**config.mk**
```make
export PLATFORM = sky130hd
export DESIGN_NAME = wm_phase_timer_flat
export DESIGN_NICKNAME = d
export VERILOG_FILES = /design/src/rtl/wm_pkg.sv /design/src/rtl/wm_phase_timer_if.sv /design/src/rtl/wm_sec_prescaler.sv /design/src/rtl/wm_phase_timer.sv /design/src/flat_wrapper.sv
export SDC_FILE = /design/constraint.sdc
export NUM_CORES = 1
export LEC_CHECK = 0
export CAP_MARGIN = 15
export CORE_ASPECT_RATIO = 1.5
export CORE_UTILIZATION = 48
export CTS_CLUSTER_SIZE = 20
export DETAILED_ROUTE_END_ITERATION = 10
export DONT_BUFFER_PORTS = 1
export PLACE_DENSITY = 0.66
export SLEW_MARGIN = 0
export SYNTH_ARGS = -nofsm -noshare
export SYNTH_HDL_FRONTEND = slang
export SYNTH_SLANG_ARGS = --single-unit
```
**constraint.sdc**
```tcl
create_clock -name clk_timer -period 4.27 [get_ports clk_timer]
set_input_delay 0.427 -clock clk_timer [delete_from_list [all_inputs] [get_ports clk_timer]]
set_output_delay 0.427 -clock clk_timer [all_outputs]
set_load 0.1 [all_outputs]
```
**src/rtl/wm_pkg.sv**
```systemverilog
// Shared definitions for the washing-machine controller and its phase timer.
package wm_pkg;

    // Main controller state encodings.
    typedef enum logic [2:0] {
        Idle,
        Filling_water,
        Washing,
        Rinsing,
        Spinning,
        Pause
    } ctrl_state_e;

    // Tick-rate select codes: ticks per second = TICK_BASE << code.
    typedef enum logic [1:0] {
        freq_1,
        freq_2,
        freq_4,
        freq_8
    } freq_sel_e;

    // Phase timer states.
    typedef enum logic [1:0] {
        IDLE,
        RUN,
        PAUSED,
        DONE
    } timer_state_e;

    localparam logic [5:0] SEC_MAX = 6'd59;

    // Programmed seconds above 59 are treated as 59.
    function automatic logic [5:0] clamp_sec(input logic [5:0] s);
        return (s > SEC_MAX) ? SEC_MAX : s;
    endfunction

endpackage

```
**src/rtl/wm_phase_timer_if.sv**
```systemverilog
// Control/status bundle between the controller FSM (master) and a phase timer (slave).
interface wm_phase_timer_if #(
    parameter int MIN_W = 4,
    parameter int SEL_W = 2
) ();
    logic             start_timer;
    logic             pause_timer;
    logic             abort_timer;
    logic [SEL_W-1:0] clk_freq_timer;
    logic [MIN_W-1:0] dur_min;
    logic [5:0]       dur_sec;
    logic [5:0]       sec_flag;
    logic [MIN_W-1:0] min_flag;
    logic [5:0]       rem_sec;
    logic [MIN_W-1:0] rem_min;
    logic             busy;
    logic             paused;
    logic             finished;

    modport master (
        output start_timer, pause_timer, abort_timer, clk_freq_timer, dur_min, dur_sec,
        input  sec_flag, min_flag, rem_sec, rem_min, busy, paused, finished
    );

    modport slave (
        input  start_timer, pause_timer, abort_timer, clk_freq_timer, dur_min, dur_sec,
        output sec_flag, min_flag, rem_sec, rem_min, busy, paused, finished
    );
endinterface

```
**src/rtl/wm_sec_prescaler.sv**
```systemverilog
// Divides the system clock down to a one-cycle pulse per second at the latched rate.
module wm_sec_prescaler #(
    parameter int TICK_BASE = 1000000,
    parameter int SEL_W     = 2,
    parameter int CNT_W     = 32
) (
    input  logic             clk_timer,
    input  logic             rst_timer,
    input  logic             load,
    input  logic [SEL_W-1:0] sel,
    input  logic             clear,
    input  logic             en,
    output logic             sec_tick
);
    logic [CNT_W-1:0] tps_q, tps_d;
    logic [CNT_W-1:0] ticks_q, ticks_d;
    logic             wrap;

    assign wrap     = (ticks_q == tps_q - CNT_W'(1));
    assign sec_tick = en && wrap;

    // Next tick count and rate: clear wins over load, load wins over counting.
    always_comb begin
        // NOTE: every output gets a default first so no path leaves it unassigned and infers a latch.
        tps_d   = tps_q;
        ticks_d = ticks_q;
        if (clear) begin
            tps_d   = '0;
            ticks_d = '0;
        end else if (load) begin
            tps_d   = CNT_W'(TICK_BASE) << sel;
            ticks_d = '0;
        end else if (en) begin
            ticks_d = wrap ? '0 : ticks_q + CNT_W'(1);
        end
    end

    // Rate and tick registers.
    always_ff @(posedge clk_timer) begin
        // NOTE: state is updated with non-blocking assignments so every flop samples pre-edge values.
        if (rst_timer) begin
            tps_q   <= '0;
            ticks_q <= '0;
        end else begin
            tps_q   <= tps_d;
            ticks_q <= ticks_d;
        end
    end
endmodule

```
**src/rtl/wm_phase_timer.sv**
```systemverilog
// Phase timer: counts elapsed min:sec up to a latched duration, with pause/abort/restart.
module wm_phase_timer
    import wm_pkg::*;
#(
    parameter int TICK_BASE = 1000000,
    parameter int MIN_W     = 4,
    parameter int SEL_W     = 2,
    parameter int CNT_W     = 32
) (
    input  logic             clk_timer,
    input  logic             rst_timer,
    wm_phase_timer_if.slave  bus
);
    timer_state_e     state_q, state_d;
    logic [5:0]       sec_q, sec_d;
    logic [MIN_W-1:0] min_q, min_d;
    logic [5:0]       dur_sec_q, dur_sec_d;
    logic [MIN_W-1:0] dur_min_q, dur_min_d;
    logic             finished_q, finished_d;
    logic             cnt_en;
    logic             sec_tick;
    logic             load;
    logic [5:0]       sec_nxt;
    logic [MIN_W-1:0] min_nxt;
    logic             sec_borrow;
    logic [6:0]       rem_sec_w;

    // Counting happens only in RUN/PAUSED with no command and pause released.
    assign cnt_en = ((state_q == RUN) || (state_q == PAUSED)) && !bus.abort_timer
                    && !bus.start_timer && !bus.pause_timer;
    assign load   = bus.start_timer && !bus.abort_timer;

    wm_sec_prescaler #(
        .TICK_BASE (TICK_BASE),
        .SEL_W     (SEL_W),
        .CNT_W     (CNT_W)
    ) u_prescaler (
        .clk_timer (clk_timer),
        .rst_timer (rst_timer),
        .load      (load),
        .sel       (bus.clk_freq_timer),
        .clear     (bus.abort_timer),
        .en        (cnt_en),
        .sec_tick  (sec_tick)
    );

    // Elapsed value after this edge if counting proceeds.
    always_comb begin
        sec_nxt = sec_q;
        min_nxt = min_q;
        if (sec_tick) begin
            if (sec_q == SEC_MAX) begin
                sec_nxt = '0;
                min_nxt = min_q + MIN_W'(1);
            end else begin
                sec_nxt = sec_q + 6'd1;
            end
        end
    end

    // Next state and datapath; priority abort > start > pause.
    always_comb begin
        state_d    = state_q;
        sec_d      = sec_q;
        min_d      = min_q;
        dur_sec_d  = dur_sec_q;
        dur_min_d  = dur_min_q;
        finished_d = 1'b0;
        if (bus.abort_timer) begin
            state_d   = IDLE;
            sec_d     = '0;
            min_d     = '0;
            dur_sec_d = '0;
            dur_min_d = '0;
        end else if (bus.start_timer) begin
            state_d   = bus.pause_timer ? PAUSED : RUN;
            sec_d     = '0;
            min_d     = '0;
            dur_sec_d = clamp_sec(bus.dur_sec);
            dur_min_d = bus.dur_min;
        end else begin
            case (state_q)
                RUN, PAUSED: begin
                    if (bus.pause_timer) begin
                        state_d = PAUSED;
                    end else begin
                        sec_d = sec_nxt;
                        min_d = min_nxt;
                        if ((sec_nxt == dur_sec_q) && (min_nxt == dur_min_q)) begin
                            state_d    = DONE;
                            finished_d = 1'b1;
                        end else begin
                            state_d = RUN;
                        end
                    end
                end
                default: ;
            endcase
        end
    end

    // State, elapsed, duration and done-pulse registers.
    always_ff @(posedge clk_timer) begin
        if (rst_timer) begin
            state_q    <= IDLE;
            sec_q      <= '0;
            min_q      <= '0;
            dur_sec_q  <= '0;
            dur_min_q  <= '0;
            finished_q <= 1'b0;
        end else begin
            state_q    <= state_d;
            sec_q      <= sec_d;
            min_q      <= min_d;
            dur_sec_q  <= dur_sec_d;
            dur_min_q  <= dur_min_d;
            finished_q <= finished_d;
        end
    end

    // Remaining time by min:sec borrow subtraction; elapsed never exceeds duration.
    assign sec_borrow = sec_q > dur_sec_q;
    assign rem_sec_w  = sec_borrow ? (7'(dur_sec_q) + 7'd60 - 7'(sec_q))
                                   : (7'(dur_sec_q) - 7'(sec_q));

    assign bus.rem_sec  = rem_sec_w[5:0];
    assign bus.rem_min  = dur_min_q - min_q - MIN_W'(sec_borrow);
    assign bus.sec_flag = sec_q;
    assign bus.min_flag = min_q;
    assign bus.busy     = (state_q == RUN) || (state_q == PAUSED);
    assign bus.paused   = (state_q == PAUSED);
    assign bus.finished = finished_q;
endmodule

```
**src/flat_wrapper.sv**
```systemverilog
// flat-port wrapper written by rule: the top's interface ports become plain ports
module wm_phase_timer_flat import wm_pkg::*;
#(
    parameter int TICK_BASE = 1000000,
    parameter int MIN_W     = 4,
    parameter int SEL_W     = 2,
    parameter int CNT_W     = 32
)
  (clk_timer, rst_timer, bus_start_timer, bus_pause_timer, bus_abort_timer, bus_clk_freq_timer, bus_dur_min, bus_dur_sec, bus_sec_flag, bus_min_flag, bus_rem_sec, bus_rem_min, bus_busy, bus_paused, bus_finished);
  wm_phase_timer_if #(.MIN_W(MIN_W), .SEL_W(SEL_W)) bus_i ();
  input  logic clk_timer;
  input  logic rst_timer;
  input wire logic [$bits(bus_i.start_timer)-1:0] bus_start_timer;
  input wire logic [$bits(bus_i.pause_timer)-1:0] bus_pause_timer;
  input wire logic [$bits(bus_i.abort_timer)-1:0] bus_abort_timer;
  input wire logic [$bits(bus_i.clk_freq_timer)-1:0] bus_clk_freq_timer;
  input wire logic [$bits(bus_i.dur_min)-1:0] bus_dur_min;
  input wire logic [$bits(bus_i.dur_sec)-1:0] bus_dur_sec;
  output wire logic [$bits(bus_i.sec_flag)-1:0] bus_sec_flag;
  output wire logic [$bits(bus_i.min_flag)-1:0] bus_min_flag;
  output wire logic [$bits(bus_i.rem_sec)-1:0] bus_rem_sec;
  output wire logic [$bits(bus_i.rem_min)-1:0] bus_rem_min;
  output wire logic [$bits(bus_i.busy)-1:0] bus_busy;
  output wire logic [$bits(bus_i.paused)-1:0] bus_paused;
  output wire logic [$bits(bus_i.finished)-1:0] bus_finished;
  assign bus_i.start_timer = bus_start_timer;
  assign bus_i.pause_timer = bus_pause_timer;
  assign bus_i.abort_timer = bus_abort_timer;
  assign bus_i.clk_freq_timer = bus_clk_freq_timer;
  assign bus_i.dur_min = bus_dur_min;
  assign bus_i.dur_sec = bus_dur_sec;
  assign bus_sec_flag = bus_i.sec_flag;
  assign bus_min_flag = bus_i.min_flag;
  assign bus_rem_sec = bus_i.rem_sec;
  assign bus_rem_min = bus_i.rem_min;
  assign bus_busy = bus_i.busy;
  assign bus_paused = bus_i.paused;
  assign bus_finished = bus_i.finished;
  wm_phase_timer #(.TICK_BASE(TICK_BASE), .MIN_W(MIN_W), .SEL_W(SEL_W), .CNT_W(CNT_W)) u_core (.clk_timer(clk_timer), .rst_timer(rst_timer), .bus(bus_i));
endmodule
```
==> flow_metrics.py, run 1 <==
metrics = {
    "yosys": {
        "synth-seq-cells": 66,
        "synth_top_area_frac": 0.296,
        "ys.flop_type": "dfxtp_1",
        "synth_area_leaders": "dfxtp_1 (30%), ha_1 (7.6%), nor2_1 (7.2%), xnor2_1 (7.1%), xor2_1 (5.9%)",
        "syn_area_per_cell_um2": 8.14,
        "netlist.top_cell.by_area": "dfxtp_1",
        "synth_warnings": 0,
        "synthArstFlopShare": 0,
        "synth_enable_flop_cells": 0,
        "synth_cell_types": 56,
        "synth_area_um2": 4470,
        "postSynthCellCount": 549,
        "yosysSeqAreaShare": 0.296,
        "syn_nets": 598,
    },
    "floorplanning": {
        "core_um2": 8930,
        "die-area_um2": 9700,
        "boundaryPins": 40,
        "die_width_um": 80.8,
        "die_y_um": 120,
        "fp-row-count": 42,
        "start_util": 0.500,
    },
    "placed_design": {
        "numPortBuffers": 0,
        "dp.cells": 653,
        "gp_congestion": 0.878,
        "place.detailed.hpwl_mm": 8.81,
    },
    "clock_network": {
        "cts-root-buf": "clkbuf_16",
        "postCtsSetupRepairBufs": 0,
        "cts_tree": "done",
        "cts_htree_levels": 3,
        "clk_pin_slew_ns": 0.06,
        "cts_buffer_depth": 2,
        "ctsHoldBuffers": 0,
        "clock_sinks": 66,
        "cts_made_buffers": 9,
        "clk_latency_ns": 0.33,
        "cts_resized": 0,
    },
    "detailed_routing": {
        "drc": 0,
        "wl_per_cell_um": 16.8,
        "first_iter_violations": 138,
        "routed_via_density": 5.75,
        "firstDrtPassIters": 4,
        "wirelength_mm": 11.2,
        "ant_nets": 0,
        "num_vias": 3850,
    },
    "timing": {
        "fmax_mhz": 258,
        "fin_crit_ns": 3.88,
        "period_share": 0.909,
        "worst_pin_slew_ns": 1.16,
        "final_hold_viol_count": 0,
        "fin_worst_skew_ns": 0.00633,
        "max_slew_margin": 0.226,
        "setup_viol": 0,
        "setup_tns_ns": 0,
        "timing_max_transition_violations_final": 0,
        "rsz0062_at_grt": "no",
    },
    "worst_setup_path": {
        "crit_slowest_cell": "fa_1",
        "critPathBufInv": 2,
        "cp.required_ns": 3.84,
        "crit_family": "adder cells",
        "critPathMaxFanout": 9,
        "max_stage_delay_ns": 0.47,
        "arrival_ns": 3.46,
        "start_kind": "flip-flop",
        "end_kind": "primary output",
        "crit_path_cell_trace": "inv_1 > ha_1 > fa_1 > nor2_1 > o21ai_0 > nand2b_1 > a21o_1 > a21o_1 > fa_1 > ha_1 > nand2_1 > nand3b_1 > xnor2_4 > buf_12",
        "crit_type": "flip-flop to primary output",
    },
    "global_routing": {
        "gr-total-overflow": 0,
        "grt_max_degree": 32,
        "met3_usage": 0.0608,
        "grt_pass1_vias": 3903,
        "antenna_found_initial": 0,
        "grt_busiest_layer": "met2",
        "grt.total_usage": 0.254,
        "use_met2": 0.478,
        "groute.layer.met1.usage": 0.239,
        "grt_pass1_wl_mm": 18.5,
    },
    "finish": {
        "antenna_cells": 0,
        "drive_above_1_share": 0.0984,
        "fin_cells": 669,
        "areaGrowthSynthToFinish_pct": 13.3,
        "nets": 603,
    },
    "pwr": {
        "power_density_nw_per_um2": 341,
        "peakVddDrop_v": 0.000276,
        "p_leak_nw": 1.91,
    },
    "worst_hold_path": {
        "holdCritPathClass": "input port to flip-flop",
    },
    "run_status": {
        "status": "complete, no violations",
    },
    "flow_run": {
        "maxCapViolCount": 0,
    },
}
[Yosys cell counts (all sizes together) (4+ instances only)]
cell and n:
or3 8, nor3 18, mux2i 18, nand2b 4, clkbuf 21, o21ai 17, nor2 87, and3 9
and4 4, ha 27, a211oi 11, a21o 5, buf 5, xnor2 36, xor2 30, nand4 14
a21oi 24, inv 37, nor4 7, fa 5, nand2 22, dfxtp 66, nand3 25
[worst paths after layout]
kind / startpoint / to / slack (ns) / cells after the start
max: u_core.dur_sec_q[0] / bus_rem_min[3] / 0.39 / 14
min: bus_pause_timer / u_core.bus.finished / 0.16 / 1
max reg2reg: u_core.u_prescaler.tps_q[15] / u_core.state_q[1] / 0.62 / 12
min reg2reg: u_core.state_q[0] / u_core.state_q[0] / 0.50 / 2
[cell families after synthesis]
group / share of synthesized area
adder cells (fa/ha/maj): 0.0980
AO/OA/AOI/OAI: 0.119
buffers and inverters: 0.0560
flip-flops: 0.296
multiplexers: 0.0403
XOR/XNOR: 0.129
AND/OR/NAND/NOR: 0.261
[power by group]
| part | switching [mW] | total, mW | internal [mW] |
|---|---|---|---|
| clock network | 0.279 | 0.788 | 0.509 |
| registers | 0.0139 | 0.638 | 0.624 |
| logic | 0.201 | 0.297 | 0.0965 |
[through the flow]
step           total power, mW   util  instance area (um^2)  hold slack, ns  setup WS, ns
2_1_floorplan            0.892      -                  4520           0.477        0.0800
3_3_place_gp             0.946  0.531                  4740           0.491         0.719
3_5_place_dp             0.950  0.531                  4740           0.501         0.640
4_1_cts                   1.74  0.566                  5060           0.151         0.359
5_1_grt                   1.78  0.566                  5060           0.155         0.203
6_report                  1.72  0.566                  5060           0.163         0.388
[worst register-to-register path, delay by kind of cell, from the launching register on]
kind            cells  cell delay (ns)
fa+ha+maj           1             0.24
buf+inv             1             0.10
flops               1             0.43
mux                 2             0.26
compound gates      2             0.64
simple gates        6             1.91
[cell type report]
| class | instances | area, um^2 |
|---|---|---|
| Sequential cell | 66 | 1330 |
| Timing Repair Buffer | 20 | 188 |
| Fill cell | 859 | 3870 |
| Tap cell | 110 | 138 |
| Inverter | 37 | 139 |
| Multi-Input combinational cell | 420 | 2950 |
| Clock buffer | 9 | 225 |
| Clock inverter | 7 | 93.8 |
[placed cells by master, fill, tap and decap left out, types with 4 or more instances in the layout]
cell type,instances
nor2_1,86
dfxtp_1,63
inv_1,37
xnor2_1,35
xor2_1,28
ha_1,27
nand3_1,25
a21oi_1,23
nand2_1,22
nor3_1,18
mux2i_1,18
buf_4,17
o21ai_0,15
nand4_1,14
a211oi_1,10
and3_1,9
clkbuf_16,9
or3_1,8
nor4_1,6
a21o_1,5
fa_1,5
nand2b_1,4
and4_1,4
[routing by layer]
metal | up-vias | part of all wire
li1 | 1915 | -
met1 | 1830 | 0.37
met2 | 73 | 0.55
met3 | 32 | 0.036
met4 | 0 | 0.046
met5 | - | 0
[state kept, by name (all words and copies together), names as in the netlist]
| register | flops |
|---|---|
| u_core.u_prescaler.ticks_q | 32 |
| u_core.u_prescaler.tps_q | 11 |
| u_core.bus.sec_flag | 6 |
| u_core.dur_sec_q | 6 |
| u_core.bus.min_flag | 4 |
| u_core.dur_min_q | 4 |
| u_core.state_q | 2 |
| u_core.bus.finished | 1 |
Note: power is estimated with default switching activity, not from simulation.
==> inputs of run 2 (changes only) <==
--- a/config.mk
+++ b/config.mk
@@ -7,11 +7,12 @@
 export LEC_CHECK = 0
 export CAP_MARGIN = 15
 export CORE_ASPECT_RATIO = 1.5
-export CORE_UTILIZATION = 48
+export CORE_UTILIZATION = 35
+export CTS_BUF_LIST = sky130_fd_sc_hd__clkbuf_16
 export CTS_CLUSTER_SIZE = 20
 export DETAILED_ROUTE_END_ITERATION = 10
 export DONT_BUFFER_PORTS = 1
-export PLACE_DENSITY = 0.66
+export PLACE_DENSITY = 0.52
 export SLEW_MARGIN = 0
 export SYNTH_ARGS = -nofsm -noshare
 export SYNTH_HDL_FRONTEND = slang
==> constraint.sdc (replaced) <==
create_clock -name clk_timer -period 4.1 [get_ports clk_timer]
set_input_delay 0.41 -clock clk_timer [delete_from_list [all_inputs] [get_ports clk_timer]]
set_output_delay 0.41 -clock clk_timer [all_outputs]
set_load 0.1 [all_outputs]
==> flow_metrics.py, run 2 (synthesis gave the netlist of run 1 again) <==
metrics = {
    "run_status": {
        "status": "complete, no violations",
    },
    "worst_setup_path": {
        "critPathMaxFanout": 11,
        "r2r_end": "u_core.state_q[1]",
        "critPathBufInv": 1,
        "max_stage_delay_ns": 0.43,
        "crit_type": "flip-flop to primary output",
        "crit_family": "adder cells",
        "crit_path_cell_trace": "ha_1 > fa_1 > nor2_1 > o21ai_0 > nand2b_1 > a21o_1 > a21o_1 > fa_1 > ha_1 > nand2_1 > nand3b_1 > xnor2_4 > buf_12",
        "cp.required_ns": 3.69,
        "crit_slowest_cell": "dfxtp_2",
        "arrival_ns": 3.34,
        "r2r-start": "u_core.u_prescaler.tps_q[14]",
        "end_kind": "primary output",
        "reg2reg_depth": 12,
        "start_kind": "flip-flop",
        "r2r_setup_slack_ns": 0.55,
    },
    "floorplanning": {
        "boundaryPins": 40,
        "start_util": 0.359,
        "die-area_um2": 13200,
        "core_um2": 12400,
        "die_width_um": 94.2,
        "die_y_um": 140,
        "fp-row-count": 50,
    },
    "finish": {
        "drive_above_1_share": 0.0980,
        "seqCellArea_um2": 1330,
        "antenna_cells": 0,
        "top_regs": "u_core.u_prescaler.ticks_q x32, u_core.u_prescaler.tps_q x11",
        "largest_reg_flops": 32,
        "largest_register": "u_core.u_prescaler.ticks_q",
        "areaGrowthSynthToFinish_pct": 14.7,
        "nFillCells": 1270,
        "layout_commonest_cell": "nor2_1",
        "final_cell_mix": "nor2_1 (86), dfxtp_1 (62), inv_1 (37), xnor2_1 (35), xor2_1 (28)",
        "fin_util": 0.412,
        "multi_input_area_um2": 2950,
        "nets": 605,
    },
    "flow_run": {
        "maxCapViolCount": 0,
    },
    "global_routing": {
        "antenna_found_initial": 0,
        "grt.total_usage": 0.192,
        "gr-total-overflow": 0,
        "grt_pass1_vias": 3862,
        "grt_max_degree": 32,
        "grt_pass1_wl_mm": 19.3,
    },
    "pwr": {
        "p_leak_nw": 1.91,
        "power_density_nw_per_um2": 347,
        "peakVddDrop_v": 0.000207,
        "power.total_mw": 1.78,
    },
    "timing": {
        "timing_max_transition_violations_final": 0,
        "fmax_mhz": 267,
        "fin_ws_ns": 0.353,
        "setup_viol": 0,
        "period_share": 0.914,
        "rsz0062_at_grt": "no",
        "setup_tns_ns": 0,
        "final_hold_viol_count": 0,
        "fin_crit_ns": 3.75,
        "max_slew_margin": 0.346,
        "worst_pin_slew_ns": 0.983,
        "fin_worst_skew_ns": 0.00626,
    },
    "detailed_routing": {
        "first_iter_violations": 130,
        "ant_nets": 0,
        "wl_per_cell_um": 17.0,
        "drc": 0,
        "num_vias": 3872,
        "firstDrtPassIters": 4,
        "routed_via_density": 5.40,
        "wirelength_mm": 12.2,
    },
    "clock_network": {
        "ctsHoldBuffers": 0,
        "cts_made_buffers": 9,
        "clk_latency_ns": 0.33,
        "cts_buffer_depth": 2,
        "cts-root-buf": "clkbuf_16",
        "cts_htree_levels": 3,
        "postCtsSetupRepairBufs": 0,
        "cts_tree": "done",
        "clock_sinks": 66,
        "cts_resized": 0,
        "clk_pin_slew_ns": 0.05,
    },
    "worst_hold_path": {
        "min_to": "u_core.bus.finished",
        "min_path_cells": 1,
        "holdCritPathClass": "input port to flip-flop",
        "min-delay-start": "bus_pause_timer",
    },
    "placed_design": {
        "numPortBuffers": 0,
        "dpl_worst_slack_ns": 0.517,
        "gp_congestion": 0.885,
        "place.detailed.hpwl_mm": 9.59,
    },
}
[run 2: cell count changes in the layout (fill, tap and decap cells not counted)]
cell / change
dfxtp_1: -1
clkinvlp_4: -1
clkinv_2: -1
clkinv_4: -1
clkinv_1: +3
buf_4: +2
dfxtp_2: +1
[run 2: layout make-up]
type,count,share of cell area
multi-input cells,420,0.576
flip-flops and latches,66,0.259
inverters,37,0.0271
clock buffers,9,0.0440
repair buffers,22,0.0396
clock inverters,7,0.0164
well taps,156,0.0381
[run 2: metrics by stage]
stage	cell area [um^2]	hold WS, ns	instances
after floorplan	4520	0.477	549
after global placement	4810	0.489	701
after detailed placement	4810	0.495	701
after CTS	5120	0.144	717
after global routing	5120	0.145	717
final	5120	0.153	717
[run 2: how the worst max path moves through the flow]
stage | start | to | slack, ns | cells past startpoint
3_3_place_gp | u_core.u_prescaler.tps_q[14] | u_core.state_q[1] | 0.65 | 12
5_1_grt | u_core.u_prescaler.tps_q[14] | u_core.state_q[1] | 0.1 | 12
4_1_cts | u_core.bus.sec_flag[0] | bus_rem_min[3] | 0.34 | 13
3_5_place_dp | u_core.u_prescaler.tps_q[14] | u_core.state_q[1] | 0.52 | 12
2_1_floorplan | u_core.bus.sec_flag[2] | bus_rem_min[3] | -0.01 | 14
6_report | u_core.bus.sec_flag[0] | bus_rem_min[3] | 0.35 | 13
[run 2: metal layers]
layer  up-vias  GRT usage  share of wire
li1       1916          -              -
met1      1828      0.186           0.37
met2        87      0.362           0.55
met3        41     0.0396          0.036
met4         0      0.115          0.051
met5         -          0              0
[run 2: report_power, final]
| group | switching (mW) | internal, mW |
|---|---|---|
| combinational | 0.210 | 0.102 |
| sequential | 0.0139 | 0.650 |
| clock | 0.280 | 0.524 |
